### src/rtl/enemy_formation_mover.sv
// enemy_formation_mover: moves one row of enemies as a rigid formation that sweeps, reverses and drops.
// Handles tick timing, kills and end-of-wave detection; outputs decode straight from registers.
module enemy_formation_mover #(
   parameter int                   NUM_ENEMY = 4,
   parameter int                   X_W       = 10,
   parameter int                   Y_W       = 9,
   parameter logic [X_W+Y_W-1:0]   NONE      = {(X_W+Y_W){1'b1}},
   parameter logic [X_W-1:0]       START_X   = 10'd64,
   parameter logic [X_W-1:0]       SPACING   = 10'd48,
   parameter logic [Y_W-1:0]       ROW_Y     = 9'd108,
   parameter logic [X_W-1:0]       X_MIN     = 10'd16,
   parameter logic [X_W-1:0]       X_MAX     = 10'd608,
   parameter logic [X_W-1:0]       STEP      = 10'd1,
   parameter logic [Y_W-1:0]       DROP      = 9'd16,
   parameter logic [Y_W-1:0]       Y_MAX     = 9'd400,
   parameter logic [19:0]          STEP_DIV  = 20'd416_666
) (
   input  logic                           i_Clk,
   input  logic                           i_Rst,
   input  logic                           i_Enable,
   input  logic [NUM_ENEMY-1:0]           i_Hit,
   output logic [NUM_ENEMY-1:0]           o_EnemyState,
   output logic [NUM_ENEMY*(X_W+Y_W)-1:0] o_EnemyPosition,
   output logic [1:0]                     o_PhaseState,
   output logic                           o_AllDead,
   output logic                           o_Reached
);
   localparam int XW1 = X_W + 1;

   typedef enum logic [1:0] {PH_RIGHT = 2'b00, PH_LEFT = 2'b01, PH_DROP = 2'b10, PH_DONE = 2'b11} phase_t;

   if (NUM_ENEMY < 1 || NUM_ENEMY > 16 || STEP_DIV == 20'd0 || START_X < X_MIN ||
       int'(START_X) + (NUM_ENEMY - 1) * int'(SPACING) > int'(X_MAX)) begin : g_bad_params
      $error("enemy_formation_mover: illegal parameter set");
   end

   logic [X_W-1:0]       origin_q, origin_d;
   logic [Y_W-1:0]       y_q, y_d;
   logic [NUM_ENEMY-1:0] alive_q, alive_d;
   phase_t               state_q, state_d, dir_q, dir_d;
   logic [19:0]          cnt_q, cnt_d;
   logic                 dead_q, dead_d, reached_q, reached_d;
   logic                 run, tick;
   int                   lo, hi;
   logic [XW1-1:0]       left_x, right_x;
   logic [Y_W:0]         y_drop;

   always_comb begin
      lo = 0;
      hi = 0;
      for (int k = NUM_ENEMY - 1; k >= 0; k--) if (alive_q[k]) lo = k;
      for (int k = 0; k < NUM_ENEMY; k++) if (alive_q[k]) hi = k;
      // one extra bit so the bound comparisons can never wrap
      left_x    = XW1'(origin_q) + XW1'(lo) * XW1'(SPACING);
      right_x   = XW1'(origin_q) + XW1'(hi) * XW1'(SPACING);
      y_drop    = {1'b0, y_q} + {1'b0, DROP};
      run       = i_Enable && state_q != PH_DONE;
      tick      = run && cnt_q == STEP_DIV - 20'd1;
      cnt_d     = run ? (tick ? '0 : cnt_q + 20'd1) : cnt_q;
      origin_d  = origin_q;
      y_d       = y_q;
      state_d   = state_q;
      dir_d     = dir_q;
      dead_d    = dead_q;
      reached_d = reached_q;
      alive_d   = alive_q & ~i_Hit;
      if (alive_d == '0) begin
         state_d = PH_DONE;
         dead_d  = 1'b1;
      end else if (tick) begin
         case (state_q)
            PH_RIGHT: if (right_x + XW1'(STEP) > XW1'(X_MAX)) begin
               state_d = PH_DROP;
               dir_d   = PH_LEFT;
            end else origin_d = origin_q + STEP;
            PH_LEFT: if (left_x < XW1'(X_MIN) + XW1'(STEP)) begin
               state_d = PH_DROP;
               dir_d   = PH_RIGHT;
            end else origin_d = origin_q - STEP;
            PH_DROP: begin
               y_d       = y_drop[Y_W-1:0];
               reached_d = y_drop >= {1'b0, Y_MAX};
               state_d   = reached_d ? PH_DONE : dir_q;
            end
            default: ;
         endcase
      end
   end

   always_ff @(posedge i_Clk) begin
      if (i_Rst) begin
         origin_q  <= START_X;
         y_q       <= ROW_Y;
         alive_q   <= '1;
         state_q   <= PH_RIGHT;
         dir_q     <= PH_LEFT;
         cnt_q     <= '0;
         dead_q    <= 1'b0;
         reached_q <= 1'b0;
      end else begin
         origin_q  <= origin_d;
         y_q       <= y_d;
         alive_q   <= alive_d;
         state_q   <= state_d;
         dir_q     <= dir_d;
         cnt_q     <= cnt_d;
         dead_q    <= dead_d;
         reached_q <= reached_d;
      end
   end

   always_comb begin
      o_EnemyPosition = '0;
      for (int k = 0; k < NUM_ENEMY; k++)
         o_EnemyPosition[k*(X_W+Y_W) +: X_W+Y_W] = alive_q[k] ? {origin_q + X_W'(k) * SPACING, y_q} : NONE;
   end

   assign o_EnemyState = alive_q;
   assign o_PhaseState = state_q;
   assign o_AllDead    = dead_q;
   assign o_Reached    = reached_q;
endmodule

### config.mk
export PLATFORM = sky130hd
export DESIGN_NAME = enemy_formation_mover
export DESIGN_NICKNAME = d
export VERILOG_FILES = /design/src/rtl/enemy_formation_mover.sv
export SDC_FILE = /design/constraint.sdc
export NUM_CORES = 1
export LEC_CHECK = 0
export ABC_CLOCK_PERIOD_IN_PS = 5350
export BUFFER_PORTS_ARGS = -buffer_cell sky130_fd_sc_hd__buf_2
export CAP_MARGIN = 20
export CORE_MARGIN = 4
export CORE_UTILIZATION = 50
export CTS_CLUSTER_SIZE = 10
export DETAILED_ROUTE_END_ITERATION = 6
export PLACE_DENSITY = 0.76
export RECOVER_POWER = 50
export SLEW_MARGIN = 20
export SYNTH_ARGS = -nofsm -noshare
export SYNTH_HDL_FRONTEND = slang
export SYNTH_SLANG_ARGS = --single-unit
### constraint.sdc
create_clock -name i_Clk -period 5.35 [get_ports i_Clk]
set_input_delay 0.2675 -clock i_Clk [delete_from_list [all_inputs] [get_ports i_Clk]]
set_output_delay 0.2675 -clock i_Clk [all_outputs]
set_load 0.02 [all_outputs]
# Word-level counts from Yosys, hierarchy flattened
# Cells that the tools add are included.
# op_classes
reduce_logical	11
bitwise_logic	3
shift	0
n_addsub	10
div_mod_pow	0
n_mux	24
n_lt_le_gt_ge	3
multipliers	2
n_eq_ne	10
# op_table
op	n
19-bit 2-to-1 mux	4
11-bit 2-to-1 mux	5
10-bit by 11-bit adder with 11-bit output	2
11-bit by 2-bit multiplier with 7-bit output, second input constant	2
20-bit by 1-bit adder with 20-bit output, second input constant	1
20-bit by 19-bit == test with 1-bit output, second input constant	1
10-bit 2-to-1 mux	2
20-bit 2-to-1 mux	1
10-bit case mux with 2 select lines	1
2-bit 2-to-1 mux	8
11-bit by 1-bit adder with 11-bit output, second input constant	1
11-bit by 10-bit greater-than comparator with 1-bit output, second input constant	1
11-bit by 5-bit less-than comparator with 1-bit output, second input constant	1
10-bit by 1-bit adder with 10-bit output, second input constant	1
10-bit by 6-bit adder with 10-bit output, second input constant	1
10-bit by 7-bit adder with 10-bit output, second input constant	1
10-bit by 8-bit adder with 10-bit output, second input constant	1
9-bit by 5-bit adder with 10-bit output, second input constant	1
10-bit by 9-bit >= comparator with 1-bit output, second input constant	1
2-bit != test, second input constant	5
5-bit AND reduction	2
10-bit by 1-bit subtractor with 10-bit output, second input constant	1
3-bit != test, second input constant	2
2-bit case mux with 3 select lines	1
other kinds (14)	16
# totals
output_inout_bits	84
mem_bits_ro	0
elab_cells	71
register_bits	49
ramBits	0
input_bits	7
latch_bits	0
mem_count	0

# Longest topological paths before layout
# depth
ltp_word	11
mapped_depth	15
depth_no_buf	13

# Worst setup path after synthesis
# No wires, ideal clock.
# synth_timing
path_kind	reg-to-reg
startpoint	register alive_q[3], in the netlist o_EnemyState[3]
endpoint	register origin_q[9]
arrival_time_ps	3359
n_path_buf	2
path_stages_with_launch	14
setup_ps	123
setup_slack_ps	1868
required_ps	5227
path_cell_list	dfxtp_1 -> clkbuf_1 -> inv_1 -> a211oi_1 -> ha_1 -> fa_1 -> nand2_1 -> o21ai_0 -> a41oi_1 -> a21oi_1 -> or2_1 -> buf_2 -> nor3_2 -> mux2_1
# synth_via
elab_chain_cells	9
word_cells_on_any_way	18
# synth_rtl
item	line_no	text
from (decl)	39	logic [NUM_ENEMY-1:0] alive_q, alive_d;
from (signal assigned)	103	alive_q <= alive_d;
parallel branches: the longest is 8 deep, another holds 11-bit by 2-bit multiplier with 7-bit output	n/a	
5-bit AND reduction (no source line) (*)	n/a	
to (signal assigned)	101	origin_q <= origin_d;
to (decl)	37	logic [X_W-1:0] origin_q, origin_d;
# Mark *: on every way between the ends.
# A chain may end at the register's enable or synchronous reset.

# Worst setup path in the final report
# Same ends and word-level chain as after synthesis.

==> reports/results.tsv <==
metric	value	unit
status	finished, final reports clean	
crit_arrival	3.93	ns
clock_skew	0.00930	ns
path_class	reg2reg	
holdBufCountCts	0	
p_sw	0.238	mW
yosysTopAreaCell	dfxtp_1	
regToRegSetupSlack	1.60	ns
fp.dieW	91.5	microns
syn_area	3490	sq um
power_density	187	nW/um^2
rr_endpoint	origin_q[9]$_SDFFE_PP0P_	
crit_fanout	21	
synth_warnings	0	
htree_num_levels	2	
synth_flop_cell	dfxtp_1	
overflow	0	
tritoncts	yes	
placed_area	3870	sq um
switching_share	32.8	%
io_buffers	82	
post-cts-setup-buffers	0	
vias	3278	
antenna_found_initial	0	
p_total	0.727	mW
dieHeight	91.5	microns
nNetsFinal	552	
leakage	1.63	nW
numCtsBuffers	5	
cts_buffer_depth	2	
pin_count	91	
setup_viol	0	
required	5.53	ns
rsz0062_at_grt	false	
synth_edf_count	0	
cts.clk_slew.worst_paths	0.09	ns
avgSynthCellArea	7.78	sq um
slew_violations	0	
drive_above_1_share	9.16	%
max_freq	267	MHz
cts.repair.resized	0	
finalWirelength	8530	microns
synth_most_common_cell	nand2_1	
die_area	8370	sq um
gp_congestion	0.861	
antenna_left	0	
grt.total_usage	19.7	%
tns	0	ns
hold_class	in2reg	
root_buffer	clkbuf_8	
antenna_cells	0	
final_hold_viol_count	0	
power.internal	0.489	mW
clock_latency	0.30	ns
combPwrFrac	22.3	%
fin_area	3890	sq um
finalWorstSetupSlack	1.60	ns
synthTopCellsByArea	dfxtp_1 25%, ha_1 11%, nand2b_1 6.5%	
areaGrowthSynthToFinish	11.6	%
grt_max_degree	22	
initial_core_util	51.3	%
min_period	3.75	ns
placementRows	30	
via_per_inst	5.38	
pre_cts_ws	1.64	ns
r2r-start	o_EnemyState[3]$_SDFF_PP1_	
ys_types	60	
hold_depth	3	
slew_headroom	52.4	%
dp_hpwl	6420	microns
worstMarginPinSlew	0.713	ns
cts_num_sinks	44	
synth_cells	448	
clock_power_share	29.8	%
yosysSeqAreaShare	25.3	%
grt_pass1_wl	13800	microns
ff2ff_path_depth	11	
synth_common_cells	50 x nand2_1, 44 x dfxtp_1, 36 x nand2b_1, 36 x nor2_1, 31 x ha_1	
placed_cells_incl_taps	601	
grt_pass1_vias	2994	
hold_path_end	o_EnemyState[3]$_SDFF_PP1_	
route.detailed.drc	0	
wl_per_cell	14.0	microns
crit_path_end_kind	flip-flop	
fin_crit_sh	70.0	%
first_pass_iters	4	
peakVddDrop	0.000151	V
cp-start-kind	flip-flop	
synthArstFlopShare	0	%
synth_top_cell_area_share	25.3	%
seqPwrFrac	47.9	%
ys_ff_latch	44	
fin_cells	609	
drt_iter0_drc	112	
maxCapViolations	0	
worstHoldStart	i_Hit[3]	
coreArea	6790	sq um
through the flow:
step | util, % | hold WS (ns)
after floorplan | - | 0.459
after global placement | 56.9 | 0.437
after detailed placement | 56.9 | 0.448
after CTS | 58.3 | 0.236
after global routing | 57.3 | 0.263
final | 57.3 | 0.248
worst max-delay path: stages (launching register included):
cell and delay, ns:
dfxtp_1 0.79, inv_1 0.20, a211oi_1 0.38, ha_1 0.33
fa_1 0.41, or2_2 0.30, o21ai_0 0.07, a41oi_1 0.24
a21oi_1 0.22, or2_1 0.30, nor3_2 0.09, mux2_1 0.31
state kept, by name, summed over array words and instances, names as in the netlist:
signal,cells
cnt_q,20
dir_q,1
o_AllDead,1
o_EnemyState,4
o_PhaseState,2
o_Reached,1
origin_q,10
y_q,5
power by group through the flow:
stage | Sequential (mW) | Combinational [mW] | Clock (mW)
after CTS | 0.348 | 0.168 | 0.222
after global routing | 0.350 | 0.177 | 0.236
after floorplan | 0.350 | 0.131 | 0
final | 0.348 | 0.162 | 0.217
after global placement | 0.355 | 0.165 | 0
after detailed placement | 0.356 | 0.168 | 0
cell families (layout without fill, tap and decap cells):
logic type               after synthesis  after routing  synth area share (%)
flip-flops                            44             44                  25.3
multiplexers                           5              5                  1.51
adder cells (fa/ha/maj)               33             33                  12.3
XOR/XNOR                              35             35                  8.79
AND/OR/NAND/NOR                      199            199                  29.7
AO/OA/AOI/OAI                         78             78                  15.0
other                                  1              8                 0.108
buffers and inverters                 53            111                  7.32
cell type report:
type                    count  area, sq um
fillers                   656         2900
multi-input cells         358         2380
flip-flops and latches     44          881
repair buffers             82          342
well taps                  96          120
clock buffers               7         86.3
inverters                  21         78.8
clock inverters             1         7.51
worst max-delay path by stage:
stage,startpoint,end,slack [ns],cells past startpoint
after floorplan,o_EnemyState[3]$_SDFF_PP1_,origin_q[9]$_SDFFE_PP0P_,1.87,13
after global placement,o_EnemyState[3]$_SDFF_PP1_,origin_q[9]$_SDFFE_PP0P_,1.77,11
after detailed placement,o_EnemyState[3]$_SDFF_PP1_,origin_q[9]$_SDFFE_PP0P_,1.64,11
after CTS,o_EnemyState[3]$_SDFF_PP1_,origin_q[9]$_SDFFE_PP0P_,1.61,10
after global routing,o_EnemyState[3]$_SDFF_PP1_,origin_q[9]$_SDFFE_PP0P_,1.26,11
final,o_EnemyState[3]$_SDFF_PP1_,origin_q[9]$_SDFFE_PP0P_,1.60,11
per-layer routing:
layer / vias up / wire length [microns] / GRT usage, %
met1: 1533 / 3860 / 24.0
met4: 0 / 102 / 5.53
met2: 82 / 4160 / 35.2
met3: 13 / 400 / 3.15
met5: - / 0 / 0
li1: 1650 / - / -
placed cells by master, fill, tap and decap left out, types with 2 or more instances in the layout:
master,synthesis,layout
a211o_1,2,2
a211oi_1,4,4
a21oi_1,26,26
a311oi_1,2,2
and2_1,2,2
and3_1,5,5
and4b_1,2,2
buf_2,3,27
clkbuf_1,16,56
clkbuf_8,0,6
clkinv_1,2,2
conb_1,1,8
dfxtp_1,44,44
fa_1,2,2
ha_1,31,31
inv_1,19,19
mux2i_1,3,3
nand2_1,50,50
nand2b_1,36,36
nand3_1,25,25
nand3b_1,2,2
nand4_1,9,9
nor2_1,36,36
nor2b_1,5,5
nor3_1,10,10
o211ai_1,6,6
o21a_1,3,3
o21ai_0,12,12
o21ai_1,7,7
o41ai_1,2,2
or2_2,2,2
or3_1,6,6
xnor2_1,18,18
xor2_1,17,17
No activity file was read; power rests on OpenSTA's default activity.
